===== src/rtl/keypad_scanner_pkg.sv =====
// Shared types, key legend map and snapshot classifier for the 4x4 keypad scanner.
package keypad_pkg;

  localparam int unsigned NUM_ROWS = 4;
  localparam int unsigned NUM_COLS = 4;

  typedef enum logic {IDLE, PRESSED} kp_state_t;

  typedef enum logic [1:0] {SNAP_NONE, SNAP_SINGLE, SNAP_MULTI} snap_kind_t;

  localparam logic [3:0] KEYMAP [NUM_ROWS][NUM_COLS] = '{
    '{4'h1, 4'h2, 4'h3, 4'hA},
    '{4'h4, 4'h5, 4'h6, 4'hB},
    '{4'h7, 4'h8, 4'h9, 4'hC},
    '{4'h0, 4'hF, 4'hE, 4'hD}
  };

  typedef struct packed {
    snap_kind_t kind;
    logic [1:0] row;
    logic [1:0] col;
  } snap_info_t;

  // Snapshot bit c*NUM_ROWS+r is set when row r read low while column c was driven.
  function automatic snap_info_t classify(input logic [NUM_ROWS*NUM_COLS-1:0] snap);
    snap_info_t  info;
    int unsigned hits;
    info.kind = SNAP_NONE;
    info.row  = '0;
    info.col  = '0;
    hits      = 0;
    for (int unsigned i = 0; i < NUM_ROWS*NUM_COLS; i++) begin
      if (snap[i]) begin
        hits++;
        info.row = 2'(i % NUM_ROWS);
        info.col = 2'(i / NUM_ROWS);
      end
    end
    if (hits == 1)
      info.kind = SNAP_SINGLE;
    else if (hits > 1)
      info.kind = SNAP_MULTI;
    return info;
  endfunction

endpackage


===== src/rtl/keypad_scanner_if.sv =====
// Keypad matrix pins plus decoded key outputs; master is the scanner, slave the consumer.
interface keypad_scanner_if;
  import keypad_pkg::*;

  logic [NUM_ROWS-1:0] row;
  logic [NUM_COLS-1:0] col;
  logic [3:0]          key_code;
  logic                key_valid;
  logic                key_held;

  modport master (input row, output col, output key_code, output key_valid, output key_held);
  modport slave  (output row, input col, input key_code, input key_valid, input key_held);

endinterface


===== src/rtl/keypad_scanner_sync2.sv =====
// Two-flop synchronizer for asynchronous level inputs; resets to idle-high.
module sync2 #(
  parameter int unsigned WIDTH = 4
) (
  input  logic             clk,
  input  logic             reset,
  input  logic [WIDTH-1:0] d,
  output logic [WIDTH-1:0] q
);

  logic [WIDTH-1:0] meta;

  always_ff @(posedge clk) begin
    if (!reset) begin
      meta <= '1;
      q    <= '1;
    end else begin
      meta <= d;
      q    <= meta;
    end
  end

endmodule


===== src/rtl/keypad_scanner.sv =====
// 4x4 matrix keypad scanner with snapshot debounce and ghost rejection.
// Optional auto-repeat strobes are enabled by defining KEYPAD_REPEAT_EN.
module keypad_scanner
  import keypad_pkg::*;
#(
  parameter int unsigned SCAN_TICKS     = 1000,
  parameter int unsigned DEBOUNCE_SCANS = 4
`ifdef KEYPAD_REPEAT_EN
  , parameter int unsigned REPEAT_SCANS = 50
`endif
) (
  input  logic              clk,
  input  logic              reset,
  keypad_scanner_if.master  kif
);

  localparam int unsigned TW = (SCAN_TICKS > 1) ? $clog2(SCAN_TICKS) : 1;
  localparam int unsigned DW = $clog2(DEBOUNCE_SCANS + 1);
  localparam int unsigned NK = NUM_ROWS * NUM_COLS;

  logic [NUM_ROWS-1:0]    row_s;
  logic [TW-1:0]          tick;
  logic [1:0]             col_idx;
  logic [NUM_COLS-1:0]    col_r;
  logic                   col_last;
  logic                   scan_end;
  logic [NK-NUM_ROWS-1:0] snap_acc;
  logic [NK-1:0]          snap_full;
  logic [NK-1:0]          prev_snap;
  snap_info_t             info;
  logic [DW-1:0]          deb_cnt;
  logic [DW-1:0]          deb_next;
  logic                   deb_done;
  kp_state_t              state;
  kp_state_t              state_next;
  logic                   accept;
  logic                   rep_fire;
  logic [3:0]             key_code_r;
  logic                   key_valid_r;

  sync2 #(.WIDTH(NUM_ROWS)) u_sync (
    .clk   (clk),
    .reset (reset),
    .d     (kif.row),
    .q     (row_s)
  );

  assign col_last = (tick == TW'(SCAN_TICKS - 1));
  assign scan_end = col_last && (col_idx == 2'(NUM_COLS - 1));

  // The last column is taken straight from the synchronizer so the full
  // snapshot is available on the very cycle that column is sampled.
  assign snap_full = {~row_s, snap_acc};
  assign info      = classify(snap_full);

  always_ff @(posedge clk) begin
    if (!reset) begin
      tick     <= '0;
      col_idx  <= '0;
      col_r    <= 4'b1110;
      snap_acc <= '0;
    end else if (col_last) begin
      tick    <= '0;
      col_idx <= col_idx + 2'd1;
      col_r   <= {col_r[NUM_COLS-2:0], col_r[NUM_COLS-1]};
      for (int unsigned c = 0; c < NUM_COLS - 1; c++) begin
        if (col_idx == 2'(c))
          snap_acc[c*NUM_ROWS +: NUM_ROWS] <= ~row_s;
      end
    end else begin
      tick <= tick + TW'(1);
    end
  end

  always_comb begin
    deb_next = DW'(1);
    if (snap_full == prev_snap)
      deb_next = (deb_cnt == DW'(DEBOUNCE_SCANS)) ? deb_cnt : deb_cnt + DW'(1);
    deb_done = (deb_next == DW'(DEBOUNCE_SCANS));
  end

  always_ff @(posedge clk) begin
    if (!reset) begin
      prev_snap <= '0;
      deb_cnt   <= '0;
    end else if (scan_end) begin
      prev_snap <= snap_full;
      deb_cnt   <= deb_next;
    end
  end

  always_ff @(posedge clk) begin
    if (!reset)
      state <= IDLE;
    else
      state <= state_next;
  end

  always_comb begin
    state_next = state;
    accept     = 1'b0;
    if (scan_end && deb_done) begin
      unique case (state)
        IDLE: begin
          if (info.kind == SNAP_SINGLE) begin
            state_next = PRESSED;
            accept     = 1'b1;
          end
        end
        PRESSED: begin
          if (info.kind == SNAP_NONE)
            state_next = IDLE;
        end
        default: state_next = IDLE;
      endcase
    end
  end

`ifdef KEYPAD_REPEAT_EN
  localparam int unsigned RW = $clog2(REPEAT_SCANS + 1);

  logic [RW-1:0] rep_cnt;

  assign rep_fire = scan_end && (state == PRESSED) && (state_next == PRESSED)
                    && (rep_cnt == RW'(REPEAT_SCANS - 1));

  always_ff @(posedge clk) begin
    if (!reset || state_next != PRESSED || accept)
      rep_cnt <= '0;
    else if (scan_end)
      rep_cnt <= rep_fire ? '0 : rep_cnt + RW'(1);
  end
`else
  assign rep_fire = 1'b0;
`endif

  always_ff @(posedge clk) begin
    if (!reset) begin
      key_code_r  <= '0;
      key_valid_r <= 1'b0;
    end else begin
      key_valid_r <= accept | rep_fire;
      if (accept)
        key_code_r <= KEYMAP[info.row][info.col];
    end
  end

  assign kif.col       = col_r;
  assign kif.key_code  = key_code_r;
  assign kif.key_valid = key_valid_r;
  assign kif.key_held  = (state == PRESSED);

endmodule


===== src/flat_wrapper.sv =====
// flat-port wrapper written by rule: the top's interface ports become plain ports
module keypad_scanner_flat import keypad_pkg::*;
#(
  parameter int unsigned SCAN_TICKS     = 1000,
  parameter int unsigned DEBOUNCE_SCANS = 4

)
  (clk, reset, kif_row, kif_col, kif_key_code, kif_key_valid, kif_key_held);
  keypad_scanner_if kif_i ();
  input  logic clk;
  input  logic reset;
  input wire logic [$bits(kif_i.row)-1:0] kif_row;
  output wire logic [$bits(kif_i.col)-1:0] kif_col;
  output wire logic [$bits(kif_i.key_code)-1:0] kif_key_code;
  output wire logic [$bits(kif_i.key_valid)-1:0] kif_key_valid;
  output wire logic [$bits(kif_i.key_held)-1:0] kif_key_held;
  assign kif_i.row = kif_row;
  assign kif_col = kif_i.col;
  assign kif_key_code = kif_i.key_code;
  assign kif_key_valid = kif_i.key_valid;
  assign kif_key_held = kif_i.key_held;
  keypad_scanner #(.SCAN_TICKS(SCAN_TICKS), .DEBOUNCE_SCANS(DEBOUNCE_SCANS)) u_core (.clk(clk), .reset(reset), .kif(kif_i));
endmodule

===== config.mk =====
export PLATFORM = sky130hd
export DESIGN_NAME = keypad_scanner_flat
export DESIGN_NICKNAME = d
export VERILOG_FILES = /design/src/rtl/keypad_scanner_pkg.sv /design/src/rtl/keypad_scanner_if.sv /design/src/rtl/keypad_scanner_sync2.sv /design/src/rtl/keypad_scanner.sv /design/src/flat_wrapper.sv
export SDC_FILE = /design/constraint.sdc
export NUM_CORES = 1
export LEC_CHECK = 0
export ABC_AREA = 1
export BUFFER_PORTS_ARGS = -buffer_cell sky130_fd_sc_hd__buf_2
export CORE_AREA = 5 5 122 124
export CTS_BUF_LIST = sky130_fd_sc_hd__clkbuf_8
export DETAILED_ROUTE_END_ITERATION = 16
export DIE_AREA = 0 0 127 129
export PLACE_DENSITY = 0.48
export SYNTH_ARGS = -nofsm -noshare
export SYNTH_HDL_FRONTEND = slang
export SYNTH_HIERARCHICAL = 1
export SYNTH_SLANG_ARGS = --single-unit

===== constraint.sdc =====
create_clock -name clk -period 12.84 [get_ports clk]
set_clock_uncertainty 0.15 [all_clocks]
set_input_delay 2.568 -clock clk [delete_from_list [all_inputs] [get_ports clk]]
set_output_delay 2.568 -clock clk [all_outputs]
set_load 0.02 [all_outputs]

* After elaboration in Yosys (flattened, before gate mapping)
Cells that the tools add are included.
Word-level totals: register bits 61, output and inout port bits 10, logic and storage cells 102
Cells by class: add/sub/neg operators 18, order comparisons 3, mux-type cells 46, bitwise operators 5, reduce and logical (&&, ||, !) cells 8, equality and inequality tests 9
Operators with widths (count):
- $mux 32 | 15
- $add 32x1->32 const B | 14
- $mux 4 | 16
- $bmux 16 s2 | 1
- $eq 32x1->1 const B | 1
- $gt 32x1->1 const B | 1
- $mux 16 | 2
- $eq 16x16->1 | 1
- $add 10x1->10 const B | 1
- $eq 10x10->1 const B | 1
- $mux 3 | 3
- $bmux 4 s2 | 1
- $eq 3x3->1 const B | 2
- $ge 3x3->1 const B | 2
- $not 2->3 | 2
- $reduce_and 2->1 | 3
- $mux 1 | 5
- $eq 2x1->1 const B | 2
- $eq 2x2->1 const B | 2
- $logic_not 2->1 | 2
- $mux 2 | 2
- $not 4->4 | 1
- $add 3x1->3 const B | 1
- $add 1x1->2 const B | 1
- other kinds (5) | 7

* Depth between registers and ports, before layout
Gate-level depths: netlist (run 1).
depth in word-level cells 38, mapped depth 60, gate-level depth less buffers 60

* Cells and area by module
The synthesis (run 1) kept the hierarchy.
By module, submodules not included:
- keypad_scanner | instances 1, area an instance 4574.4 um2, cells an instance 724
- sync2 | instances 1, area an instance 225.2 um2, cells an instance 25

* Worst setup path before layout (run 1)
OpenSTA, ideal clock, no wires.
kind register to register, from register u_core.snap_acc[0], to register u_core.key_code_r[1], in the netlist u_core/kif.key_code[1], path slack 3547 ps, stages on the path, launching flop included 57, arrival 9030 ps, path buffers 0, library setup time 113 ps, cell sequence dfxtp_1 > inv_1 > ha_1 > nand2_2 > inv_2 > nor2_4 > nand2_1 > nand3_1 > nand2_1 > ha_1 > nand2_1 > nand2_1 > ha_1 > nand2_1 > nand2_1 > ha_1 > or2_2 > nand2_1 > [... 21 more ...] > inv_1 > ha_1 > or2_2 > nand2_1 > inv_1 > ha_1 > nand2_1 > o21ai_0 > ha_1 > or2_2 > o21ai_0 > inv_1 > nor3_2 > inv_1 > nor2_2 > nand4_1 > nand2_1 > nor2_1
Between the ends: word-level cells in the longest chain between the ends 38
Ends and longest elaborated chain:
- start, declared | RTL line keypad_scanner.sv:27 | logic [NK-NUM_ROWS-1:0] snap_acc;
- start signal, assigned by index | RTL line keypad_scanner.sv:68 | snap_acc[c*NUM_ROWS +: NUM_ROWS] <= ~row_s;
- $mux 1 | RTL line keypad_scanner_pkg.sv:33 | if (snap[i]) begin
- $add 1x1->2 | RTL line keypad_scanner_pkg.sv:34 | hits++;
- $mux 32 | RTL line keypad_scanner_pkg.sv:33
- $add 32x1->32 | RTL line keypad_scanner_pkg.sv:34
- $mux 32 | RTL line keypad_scanner_pkg.sv:33
- $add 32x1->32 | RTL line keypad_scanner_pkg.sv:34
- $mux 32 | RTL line keypad_scanner_pkg.sv:33
- $add 32x1->32 | RTL line keypad_scanner_pkg.sv:34
- [... 22 more ...]
- $mux 32 | RTL line keypad_scanner_pkg.sv:33
- $gt 32x1->1 | RTL line keypad_scanner_pkg.sv:41 | else if (hits > 1)
- $mux 2 | RTL line keypad_scanner_pkg.sv:41
- $mux 2 | RTL line keypad_scanner_pkg.sv:39 | if (hits == 1)
- $eq 2x1->1 | RTL line keypad_scanner.sv:105 | if (info.kind == SNAP_SINGLE) begin
- $mux 1 | RTL line keypad_scanner.sv:105
- $mux 1 | RTL line keypad_scanner.sv:103 | unique case (state)
- $mux 1 (*) | RTL line keypad_scanner.sv:102 | if (scan_end && deb_done) begin
- end signal, assigned | RTL line keypad_scanner.sv:144 | key_code_r <= KEYMAP[info.row][info.col];
- end, declared | RTL line keypad_scanner.sv:38 | logic [3:0] key_code_r;
Mark *: on every way between the ends. The rest lies on a longest branch, timed or not. A chain may end at the register's enable or synchronous reset.

* Worst setup path in the final report (run 1)
from register u_core.snap_acc[0], to register u_core.key_code_r[3], in the netlist u_core/kif.key_code[3]
The elaborated chain is that of the path after synthesis.

==> key figures, run 1 <==
Synth
  – Post-synthesis sequential area ratio: 25.4%
  – Post-Syn Area: between 4000 and 5000 um^2
  – Synthesis Warnings: 6
  – Post-synth cell types: 41
  – Syn Area/Cell: 6.41 um^2
  – Mapped Nets: 780
  – Async S/R FF share, synth: 0%
  – Post-synthesis register bit count: 61
  – EDFF count, synth: 0
  – Cells after synthesis: 749
  – Primary FF master, synth: dfxtp_1

Setup path
  – Critical Path Max Stage Delay: roughly 400 ps
  – Setup Crit Path Kind: reg2reg
  – CP bufs+invs: 10
  – Top cell by count, worst path: nand2_1
  – Startpoint types: flop
  – CP Capture Type: flop
  – Crit path DAT: 9990 ps
  – Crit path max fanout: 4
  – CP max-delay cell: o21ai_0
  – Delay-heaviest family, CP: simple AND/OR/NAND/NOR gates
  – Worst R2R End: u_core/kif.key_code[3]
  – Reg-to-reg slack, setup: 2940 ps
  – Worst r2r src: u_core/snap_acc[0]
  – Req. time, crit path: about 13000 ps
  – Reg2Reg Depth: 56

Timing
  – Worst Max-Slew Pin Slew: between 1000 and 1500 ps
  – RSZ-0062 raised after global routing: no
  – Final setup margin: 2940 ps
  – F_max: around 100 MHz
  – Setup TNS: 0 ps
  – Final setup vio count: 0
  – Fin. max-slew vios: 0
  – Relative slew slack: 21.7%
  – Final min period: 9900 ps
  – Final Hold Fails: 0
  – Fin crit share: around 77%

Floorplanning
  – Die Area: 16400 um^2
  – FP Rows: 43
  – Initial core utilization: 35.1%
  – I/O pin cnt: 16
  – Die width: 127 um
  – Core area: 13700 um^2
  – Die height: roughly 130 um

Clock network
  – CTS H-tree depth: 3
  – Resized cells post-CTS: 0
  – Cts bufs inserted: 9
  – Post-CTS Repair Setup Buffers: 0
  – CTS Buffer Depth: 2
  – Worst-skew pair later-pin latency: 340 ps
  – Post-cts hold buffer count: 0
  – CTS tree: built
  – Clock sink count: around 60
  – Clk root buf: clkbuf_8
  – Clk slew on worst S/H paths: ~60 ps

Drt
  – Initial drt markers: 225
  – WL final: 10500 um
  – Drt first pass iters: 4
  – Antenna-violating nets left: 0
  – Vias/cell: 4.73
  – DRC: 0
  – Routed WL per cell: around 11 um
  – Via Count: 4452

Power
  – Worst ir drop on vdd: 0.0806 mV
  – Sw frac: between 20% and 30%
  – Logic pwr share: 6.2%
  – Net Sw Power: 0.0000876 W
  – Cell Int Power: 0.000288 W
  – Power per cell area: 72.2 nW/um^2
  – Leakage: approximately 2.6 nW
  – Clock power frac: 42.4%
  – Flop pwr share: 51.4%

Worst hold path
  – Worst hold path cell count: 2
  – Hold Path Class: reg2reg
  – Min-Delay Endpoint: u_core/u_sync/q[0]
  – Hold path start: u_core/u_sync/meta[0]

Status
  – Outcome: finished clean

Global route
  – Grt ovf: 0
  – Global-route wire length before repair: 18500 um
  – Largest net degree at the start of global routing: 49
  – Initial antenna violation count: 0
  – Vias in the first global route: 4225
  – Total track usage: 13.4%

Run
  – MaxCap Viol Count: 0

Finish
  – Inserted Diodes: 0
  – Layout cells sized above 1: 16.9%
  – Nets: slightly below 800
  – Area growth syn-to-layout: 8.55%

Placement
  – Placer Congestion: roughly 0.86
  – HPWL Detailed: 8420 um
  – Pre-CTS setup slack: between 2000 and 3000 ps
  – IO buf count: 15
through the flow:
| step | power, W | hold slack (ps) | instance area (um^2) | utilization (%) | cells |
|---|---|---|---|---|---|
| finish | 0.000376 | 253 | 5210 | 38.1 | 942 |
| global route | 0.000395 | 270 | 5210 | 38.1 | 942 |
| CTS | 0.000382 | 255 | 5210 | 38.1 | 942 |
| detailed placement | 0.000221 | 239 | 5020 | 36.7 | 926 |
| global placement | 0.000220 | 233 | 5020 | 36.7 | 926 |
| floorplan | 0.000215 | 230 | 4800 | - | 749 |
cell families after synthesis:
group / after synthesis / share of synthesized area (%)
and+or+nand+nor: 409 / 42.7
buffers and inverters: 134 / 10.8
DFF: 61 / 25.4
AOI/OAI and AO/OA: 103 / 11.4
xor gates and xnor gates: 17 / 3.10
adders and majority gates: 25 / 6.52
layout make-up:
cell class / instances / area [um^2]
Clock buffer: 13 / 179
Tap cell: 180 / 225
Inverter: 116 / 438
Fill cell: 1482 / 8460
Sequential cell: 61 / 1220
Clock inverter: 3 / 11.3
Multi-Input combinational cell: 554 / 3060
Timing Repair Buffer: 15 / 75.1
power groups by stage:
stage,sequential [W],clock [W],combinational (W)
CTS,0.000193,0.000166,0.0000235
floorplan,0.000196,0,0.0000189
global placement,0.000197,0,0.0000227
global route,0.000193,0.000175,0.0000270
finish,0.000193,0.000160,0.0000233
detailed placement,0.000197,0,0.0000233
how the worst max path moves through the flow:
stage                        from                     end  slack [ps]  cells after the start
6_report       u_core/snap_acc[0]  u_core/kif.key_code[3]        2940                     56
5_1_grt        u_core/snap_acc[0]  u_core/kif.key_code[1]        2030                     56
4_1_cts        u_core/snap_acc[0]  u_core/kif.key_code[3]        2860                     56
3_5_place_dp   u_core/snap_acc[0]  u_core/kif.key_code[3]        2880                     56
3_3_place_gp   u_core/snap_acc[0]  u_core/kif.key_code[3]        3110                     56
2_1_floorplan  u_core/snap_acc[0]  u_core/kif.key_code[1]        3550                     56
state kept, by name, indices dropped and copies added (netlist names), named ones only:
signal,flops
u_core/prev_snap,16
u_core/snap_acc,12
u_core/tick,10
u_core/kif.col,4
u_core/kif.key_code,4
u_core/u_sync/meta,4
u_core/u_sync/q,4
u_core/deb_cnt,3
u_core/col_idx,2
u_core/kif.key_valid,1
layer usage:
metal / track usage [%] / up-vias / share of wire, %
li1: - / 2421 / -
met1: 17.2 / 1960 / 50
met2: 23.1 / 58 / 45
met3: 2.08 / 13 / 3.0
met4: 4.48 / 0 / 1.4
met5: 0 / - / 0
layout by cell type, fill, tap and decap left out, drive strengths merged, types with 13 or more instances in the layout:
cell type / instances
nand2: 212
inv: 115
nand3: 74
nor2: 71
dfxtp: 61
o21ai: 48
a21oi: 46
ha: 25
buf: 15
nor3: 15
nand4: 14
clkbuf: 13
worst min-delay path, cell delays in order, from the launching register on:
cell	delay, ps
dfxtp_1	310
inv_1	30
nand2_1	40
synth_stat cells, types with 2 or more instances:
master,instances,share of area (%)
nand3b_1,5,0.78
clkinv_1,4,0.31
ha_1,25,6.5
nand2_1,170,13
or2_2,9,1.2
nand2_4,2,0.47
nor3_2,3,0.63
nand3_2,21,4.4
xor2_1,8,1.5
o22ai_1,3,0.39
nor3_1,11,1.1
a211oi_1,2,0.31
nand2_2,40,5.2
dfxtp_1,61,25
nand4_1,13,1.7
o21ai_0,46,4.8
nand3_1,53,5.5
inv_1,99,7.7
buf_2,3,0.31
a21oi_1,45,4.7
clkbuf_1,12,0.94
nor2_4,3,0.70
nor2_1,61,4.8
nor2_2,7,0.91
nor4_1,7,0.91
xnor2_1,9,1.6
o21ai_1,2,0.21
inv_2,12,0.94
Note: power is estimated with default switching activity, not from simulation.
==> run 2: changes to the inputs <==
--- a/config.mk
+++ b/config.mk
@@ -11,7 +11,7 @@
 export CTS_BUF_LIST = sky130_fd_sc_hd__clkbuf_8
 export DETAILED_ROUTE_END_ITERATION = 16
 export DIE_AREA = 0 0 127 129
-export PLACE_DENSITY = 0.48
+export PLACE_DENSITY = 0.5
 export SYNTH_ARGS = -nofsm -noshare
 export SYNTH_HDL_FRONTEND = slang
 export SYNTH_HIERARCHICAL = 1
==> constraint.sdc (replaced) <==
create_clock -name clk -period 8.2 [get_ports clk]
set_clock_uncertainty 0.15 [all_clocks]
set_input_delay 1.64 -clock clk [delete_from_list [all_inputs] [get_ports clk]]
set_output_delay 1.64 -clock clk [all_outputs]
set_load 0.02 [all_outputs]
==> run 2 against run 1 <==
Compared with the run above: clock power up 87%; largest cell class unchanged; setup slack worse by 2700 ps; largest power group unchanged; register-to-register slack got worse by 2700 ps; first-iteration DRC count shrank 24%; via count up 11%; combinational power rose by 110%; sequential share of layout area shrank 4.6 points; total power is 73% higher; routed wire length grew 19%; global-route usage rose by 2.1 points.
==> key figures, run 2 (synthesis results as in run 1) <==
Timing
  – F_max: 125 MHz (was 101 MHz)
  – Final Hold Fails: 0 (unchanged)
  – Worst Max-Slew Pin Slew: 1150 ps (was 1160 ps)
  – Fin crit share: 97.4% (was 77.1%)
  – Relative slew slack: 22.7% (was 21.7%)
  – Fin. max-slew vios: 0 (unchanged)
  – Final setup vio count: 0 (unchanged)
  – Final min period: 7990 ps (was 9900 ps)
  – RSZ-0062 raised after global routing: yes (was no)
  – Setup TNS: 0 ps (unchanged)

Drt
  – Via Count: 4939 (was 4452)
  – Antenna-violating nets left: 0 (unchanged)
  – Routed WL per cell: 12.2 um (was 11.2 um)
  – WL final: 12500 um (was 10500 um)
  – Routed length on met2: 6410 um (was 4780 um)
  – DR WL met3: 317 um (was 320 um)
  – Drt first pass iters: 4 (unchanged)
  – Initial drt markers: 171 (was 225)
  – DRC: 0 (unchanged)
  – DR top layer: met4 (unchanged)
  – Vias/cell: 4.82 (was 4.73)
  – DRT met1 WL: 5560 um (was 5270 um)

Power
  – Clock power frac: 46.0% (was 42.4%)
  – Worst ir drop on vdd: 0.0806 mV (about the same)
  – Logic pwr share: 7.5% (was 6.2%)
  – Leakage: 3.21 nW (was 2.65 nW)
  – Flop pwr share: 46.4% (was 51.4%)
  – Net Sw Power: 0.000153 W (was 0.0000876 W)
  – Power per cell area: 99.8 nW/um^2 (was 72.2 nW/um^2)
  – Overall Power: 0.000650 W (was 0.000376 W)
  – Cell Int Power: 0.000497 W (was 0.000288 W)
  – Sw frac: 23.5% (was 23.3%)

Setup path
  – CP bufs+invs: 21 (was 10)
  – Setup Crit Path Kind: reg2reg (unchanged)
  – Worst R2R End: u_core/kif.key_code[0] (was u_core/kif.key_code[3])
  – Delay-heaviest family, CP: simple AND/OR/NAND/NOR gates (unchanged)
  – Crit path DAT: 8120 ps (was 9990 ps)
  – CP Capture Point: u_core/kif.key_code[0] (was u_core/kif.key_code[3])
  – Critical Path Max Stage Delay: 370 ps (was 400 ps)
  – Reg2Reg Depth: 63 (was 56)
  – Reg-to-reg slack, setup: 210 ps (was 2940 ps)
  – CP Capture Type: flop (unchanged)
  – Startpoint types: flop (unchanged)
  – Req. time, crit path: 8330 ps (was 12930 ps)
  – WP depth: 63 (was 56)
  – Crit. Startpoint: u_core/snap_acc[0] (unchanged)
  – Worst r2r src: u_core/snap_acc[0] (unchanged)
  – CP max-delay cell: dfxtp_4 (was o21ai_0)
  – Top cell by count, worst path: buf_4 (was nand2_1)
  – Crit path max fanout: 4 (unchanged)

Global route
  – Vias in the first global route: 5006 (was 4225)
  – Total track usage: 15.5% (was 13.4%)
  – Initial antenna violation count: 0 (unchanged)
  – Global-route wire length before repair: 21300 um (was 18500 um)
  – Largest net degree at the start of global routing: 49 (unchanged)
  – Grt ovf: 0 (unchanged)

Worst hold path
  – Hold path start: u_core/u_sync/meta[3] (was u_core/u_sync/meta[0])
  – Hold Path Class: reg2reg (unchanged)

Clock network
  – CTS Buffer Depth: 2 (unchanged)
  – CTS H-tree depth: 3 (unchanged)
  – Worst-skew pair later-pin latency: 340 ps (about the same)
  – Clk root buf: clkbuf_8 (unchanged)
  – CTS tree: built (unchanged)
  – Cts bufs inserted: 9 (unchanged)
  – Clk slew on worst S/H paths: 70 ps (was 60 ps)
  – Clock sink count: 61 (unchanged)

Floorplanning
  – Initial core utilization: 35.1% (unchanged)
  – FP Rows: 43 (unchanged)
  – Die height: 129 um (unchanged)
  – I/O pin cnt: 16 (unchanged)
  – Die width: 127 um (unchanged)
  – Die Area: 16400 um^2 (unchanged)
  – Core area: 13700 um^2 (unchanged)

Finish
  – Top reg by flops: u_core/prev_snap (unchanged)
  – FF/Latch Area: 1230 um^2 (was 1220 um^2)
  – Layout cells sized above 1: 36.2% (was 16.9%)
  – Biggest regs: u_core/prev_snap: 16 flops, u_core/snap_acc: 12 flops, u_core/tick: 10 flops (unchanged)
  – Nets: 871 (was 788)
  – Multi-input logic area: 3680 um^2 (was 3060 um^2)
  – Area growth syn-to-layout: 35.7% (was 8.55%)
  – Inserted Diodes: 0 (unchanged)
  – Finished layout cell area: 6520 um^2 (was 5210 um^2)
  – # fillers: 1395 (was 1482)
  – Commonest non-fill, non-tap cell in the layout: nand2_1 (unchanged)
  – Most frequent cells in the layout: 136 x nand2_1, 83 x inv_1, 81 x buf_4 (was 170 x nand2_1, 102 x inv_1, 61 x nor2_1, 61 x dfxtp_1, 53 x nand3_1)
  – Max FFs per register: 16 (unchanged)

Run
  – MaxCap Viol Count: 0 (unchanged)

Placement
  – HPWL Detailed: 8700 um (was 8420 um)
  – IO buf count: 15 (unchanged)
  – Placed Area: 5290 um^2 (was 5020 um^2)
  – Placer Congestion: 0.803 (was 0.859)

Status
  – Outcome: finished clean (unchanged)
==> run 2: cell type report <==
cell class,count,share of cell area [%]
clock inverter,6,1.33
sequential,61,18.8
timing repair buffer,98,10.8
clock buffer,10,2.11
multi-input combinational,554,56.6
tap,180,3.46
inverter,116,6.89
==> run 2: per-layer routing <==
metal | track usage [%] | vias up
met1 | 18.0 | 2242
li1 | - | 2600
met3 | 2.28 | 26
met2 | 28.5 | 71
met4 | 6.06 | 0
met5 | 0 | -
==> run 2: power by group through the flow <==
stage / Sequential, W / Clock (W) / Combinational (W)
final: 0.000302 / 0.000299 / 0.0000490
after floorplan: 0.000307 / 0 / 0.0000315
after global routing: 0.000303 / 0.000322 / 0.0000558
after global placement: 0.000309 / 0 / 0.0000389
after detailed placement: 0.000309 / 0 / 0.0000399
after CTS: 0.000302 / 0.000309 / 0.0000425
==> run 2: worst reg2reg max path, delay by kind of cell, from the launching register on <==
| kind | cells | cell delay, ps |
|---|---|---|
| simple gates | 34 | 3450 |
| buf+inv | 21 | 2110 |
| fa+ha+maj | 7 | 1650 |
| flops | 1 | 370 |
| compound gates | 1 | 180 |
==> run 2: repair_timing <==
| item | CTS | global route |
|---|---|---|
| gates resized for setup | 42 | 88 |
| setup endpoints to repair | 6 | 6 |
| hold buffers | 0 | 0 |
| buffers inserted | 62 | 5 |
| hold endpoints to repair | 0 | 0 |
| pin swaps | 30 | 84 |
==> run 2: worst min path at each step <==
stage          slack (ps)  cells past startpoint            endpoint
5_1_grt               290                      2  u_core/u_sync/q[1]
4_1_cts               260                      2  u_core/u_sync/q[3]
3_5_place_dp          240                      2  u_core/u_sync/q[2]
3_3_place_gp          230                      2  u_core/u_sync/q[2]
2_1_floorplan         230                      2  u_core/u_sync/q[0]
6_report              260                      2  u_core/u_sync/q[3]
==> run 2: metrics by stage <==
step	hold WS [ps]	util [%]	setup slack, ps	instances
2_1_floorplan	230	-	5.34	749
5_1_grt	286	47.7	-177	1025
3_5_place_dp	245	38.7	-179	951
3_3_place_gp	232	38.7	-13.1	951
4_1_cts	263	45.0	15.9	1027
6_report	257	47.7	213	1025
==> run 3: changes to the inputs <==
--- a/config.mk
+++ b/config.mk
@@ -7,11 +7,13 @@
 export LEC_CHECK = 0
 export ABC_AREA = 1
 export BUFFER_PORTS_ARGS = -buffer_cell sky130_fd_sc_hd__buf_2
-export CORE_AREA = 5 5 122 124
+export CELL_PAD_IN_SITES_DETAIL_PLACEMENT = 0
+export CELL_PAD_IN_SITES_GLOBAL_PLACEMENT = 2
+export CORE_AREA = 5 5 129 131
 export CTS_BUF_LIST = sky130_fd_sc_hd__clkbuf_8
 export DETAILED_ROUTE_END_ITERATION = 16
-export DIE_AREA = 0 0 127 129
-export PLACE_DENSITY = 0.5
+export DIE_AREA = 0 0 134 136
+export PLACE_DENSITY = 0.75
 export SYNTH_ARGS = -nofsm -noshare
 export SYNTH_HDL_FRONTEND = slang
 export SYNTH_HIERARCHICAL = 1
==> run 3 against run 2 <==
Compared with the run above: routed wire length up 6.3%; combinational power shrank 3%; global-route usage down 0.39 points; die area rose by 11%; design area grew 3.9%.
==> key figures, run 3 (synthesis results as in run 1) <==
Floorplanning
  – Core area: 15500 um^2 (was 13700 um^2)
  – Die Area: 18200 um^2 (was 16400 um^2)
  – Die height: 136 um (was 129 um)
  – FP Rows: 46 (was 43)
  – I/O pin cnt: 16 (unchanged)
  – Die width: 134 um (was 127 um)
  – Initial core utilization: 31.0% (was 35.1%)

Clock network
  – CTS Buffer Depth: 2 (unchanged)
  – Clk slew on worst S/H paths: 70 ps (about the same)
  – Cts bufs inserted: 9 (unchanged)
  – CTS tree: built (unchanged)
  – Clk root buf: clkbuf_8 (unchanged)
  – Post-cts hold buffer count: 0 (unchanged)
  – Worst-skew pair later-pin latency: 350 ps (was 340 ps)
  – CTS H-tree depth: 3 (unchanged)
  – Clock sink count: 61 (unchanged)

Setup path
  – Crit path max fanout: 4 (unchanged)
  – Top cell by count, worst path: ha_4 (was buf_4)
  – Req. time, crit path: 8330 ps (about the same)
  – Critical Path Max Stage Delay: 350 ps (was 370 ps)
  – Startpoint types: flop (unchanged)
  – CP Capture Type: flop (unchanged)
  – CP max-delay cell: dfxtp_2 (was dfxtp_4)
  – Setup Crit Path Kind: reg2reg (unchanged)
  – Crit path DAT: 8030 ps (was 8120 ps)

Timing
  – Final min period: 7890 ps (was 7990 ps)
  – Final setup vio count: 0 (unchanged)
  – Fin. max-slew vios: 0 (unchanged)
  – Relative slew slack: 25.2% (was 22.7%)
  – WHS: 253 ps (was 257 ps)
  – Final setup margin: 306 ps (was 213 ps)
  – Final Hold Fails: 0 (unchanged)
  – Worst Max-Slew Pin Slew: 1110 ps (was 1150 ps)
  – Fin crit share: 96.3% (was 97.4%)
  – F_max: 127 MHz (was 125 MHz)

Placement
  – IO buf count: 15 (unchanged)
  – HPWL Detailed: 9020 um (was 8700 um)
  – Placed Instances: 966 (was 951)
  – Placer Congestion: 0.751 (was 0.803)
  – Pre-CTS setup slack: -225 ps (was -179 ps)

Finish
  – Area growth syn-to-layout: 41.1% (was 35.7%)
  – Cell Count, Final, Fillers Out: 1074 (was 1025)
  – Layout cells sized above 1: 38.8% (was 36.2%)
  – # fillers: 1538 (was 1395)
  – Top reg by flops: u_core/prev_snap (unchanged)
  – Biggest regs: u_core/prev_snap: 16 flops, u_core/snap_acc: 12 flops, u_core/tick: 10 flops (unchanged)
  – Multi-input logic area: 3680 um^2 (about the same)
  – Fin util: 43.7% (was 47.7%)
  – Most frequent cells in the layout: 136 x nand2_1, 116 x buf_4, 85 x inv_1 (was 136 x nand2_1, 83 x inv_1, 81 x buf_4)
  – Inserted Diodes: 0 (unchanged)
  – Nets: 908 (was 871)
  – Commonest non-fill, non-tap cell in the layout: nand2_1 (unchanged)
  – FF/Latch Area: 1220 um^2 (was 1230 um^2)
  – Max FFs per register: 16 (unchanged)

Power
  – Power per cell area: 90.5 nW/um^2 (was 99.8 nW/um^2)
  – Leakage: 3.38 nW (was 3.21 nW)
  – Worst ir drop on vdd: 0.0935 mV (was 0.0806 mV)
  – Overall Power: 0.000613 W (was 0.000650 W)

Drt
  – Drt first pass iters: 5 (was 4)
  – Via Count: 5062 (was 4939)
  – Vias/cell: 4.71 (was 4.82)
  – Initial drt markers: 183 (was 171)
  – Antenna-violating nets left: 0 (unchanged)
  – Routed WL per cell: 12.4 um (was 12.2 um)
  – WL final: 13300 um (was 12500 um)
  – DRC: 0 (unchanged)

Global route
  – Met1 Usage GRT: 17.8% (was 18.0%)
  – Vias in the first global route: 5147 (was 5006)
  – Grt ovf: 0 (unchanged)
  – Largest net degree at the start of global routing: 49 (unchanged)
  – Met3 usage: 2.22% (was 2.28%)
  – Global route hottest layer: met2 (unchanged)
  – GR Util met2: 27.0% (was 28.5%)
  – Global-route wire length before repair: 22800 um (was 21300 um)
  – Total track usage: 15.1% (was 15.5%)
  – Initial antenna violation count: 0 (unchanged)

Run
  – MaxCap Viol Count: 0 (unchanged)

Worst hold path
  – Hold Path Class: reg2reg (unchanged)

Status
  – Outcome: finished clean (unchanged)
[run 3: cell types whose count changed in the layout (fill, tap and decap cells not counted), sizes merged]
cell / previous run / this run
bufinv: 2 / 1
clkinvlp: 1 / 0
inv: 112 / 113
clkinv: 7 / 8
buf: 98 / 135
[run 3: layout make-up]
| type | count | area share [%] |
|---|---|---|
| Tap cell | 192 | 3.55 |
| Clock buffer | 10 | 2.03 |
| Timing Repair Buffer | 135 | 14.6 |
| Sequential cell | 61 | 18.1 |
| Multi-Input combinational cell | 554 | 54.3 |
| Inverter | 116 | 6.58 |
| Clock inverter | 6 | 0.795 |
[run 3: path summary, 6_finish.rpt]
| kind | from | end | slack (ps) | cells after the start |
|---|---|---|---|---|
| max | u_core/snap_acc[0] | u_core/kif.key_code[3] | 310 | 58 |
| min | u_core/u_sync/meta[2] | u_core/u_sync/q[2] | 250 | 2 |
| max reg2reg | u_core/snap_acc[0] | u_core/kif.key_code[3] | 310 | 58 |
| min reg2reg | u_core/u_sync/meta[2] | u_core/u_sync/q[2] | 250 | 2 |
[run 3: critical path: cells and delay by family, from the launching register on]
kind            cells  cell delay, ps
simple gates       29            3220
fa+ha+maj          11            2410
buf+inv            14            1130
compound gates      3             400
flops               1             350
xor+xnor            1             180
[run 3: what timing repair did]
action / 4_1_cts / 5_1_grt
resized for setup: 37 / 87
buffers inserted: 103 / 9
pin swaps: 28 / 70
setup endpoints to repair: 6 / 6
[run 3: metrics by stage]
stage	TNS [ps]	cell area (um^2)
5_1_grt	-325	6770
3_5_place_dp	-999	5320
6_report	0	6770
4_1_cts	0	6460
3_3_place_gp	-172	5320
2_1_floorplan	0	4880
[run 3: power by group]
group | total [W] | internal (W) | switching [W]
sequential | 0.000303 | 0.000299 | 0.00000332
clock | 0.000263 | 0.000145 | 0.000117
combinational | 0.0000473 | 0.0000191 | 0.0000282
total | 0.000613 | 0.000464 | 0.000149
[run 3: layer usage]
metal	part of all wire [%]	routed length [um]
met4	2.3	309
met1	45	6040
met3	2.2	291
met2	50	6680
met5	0	0
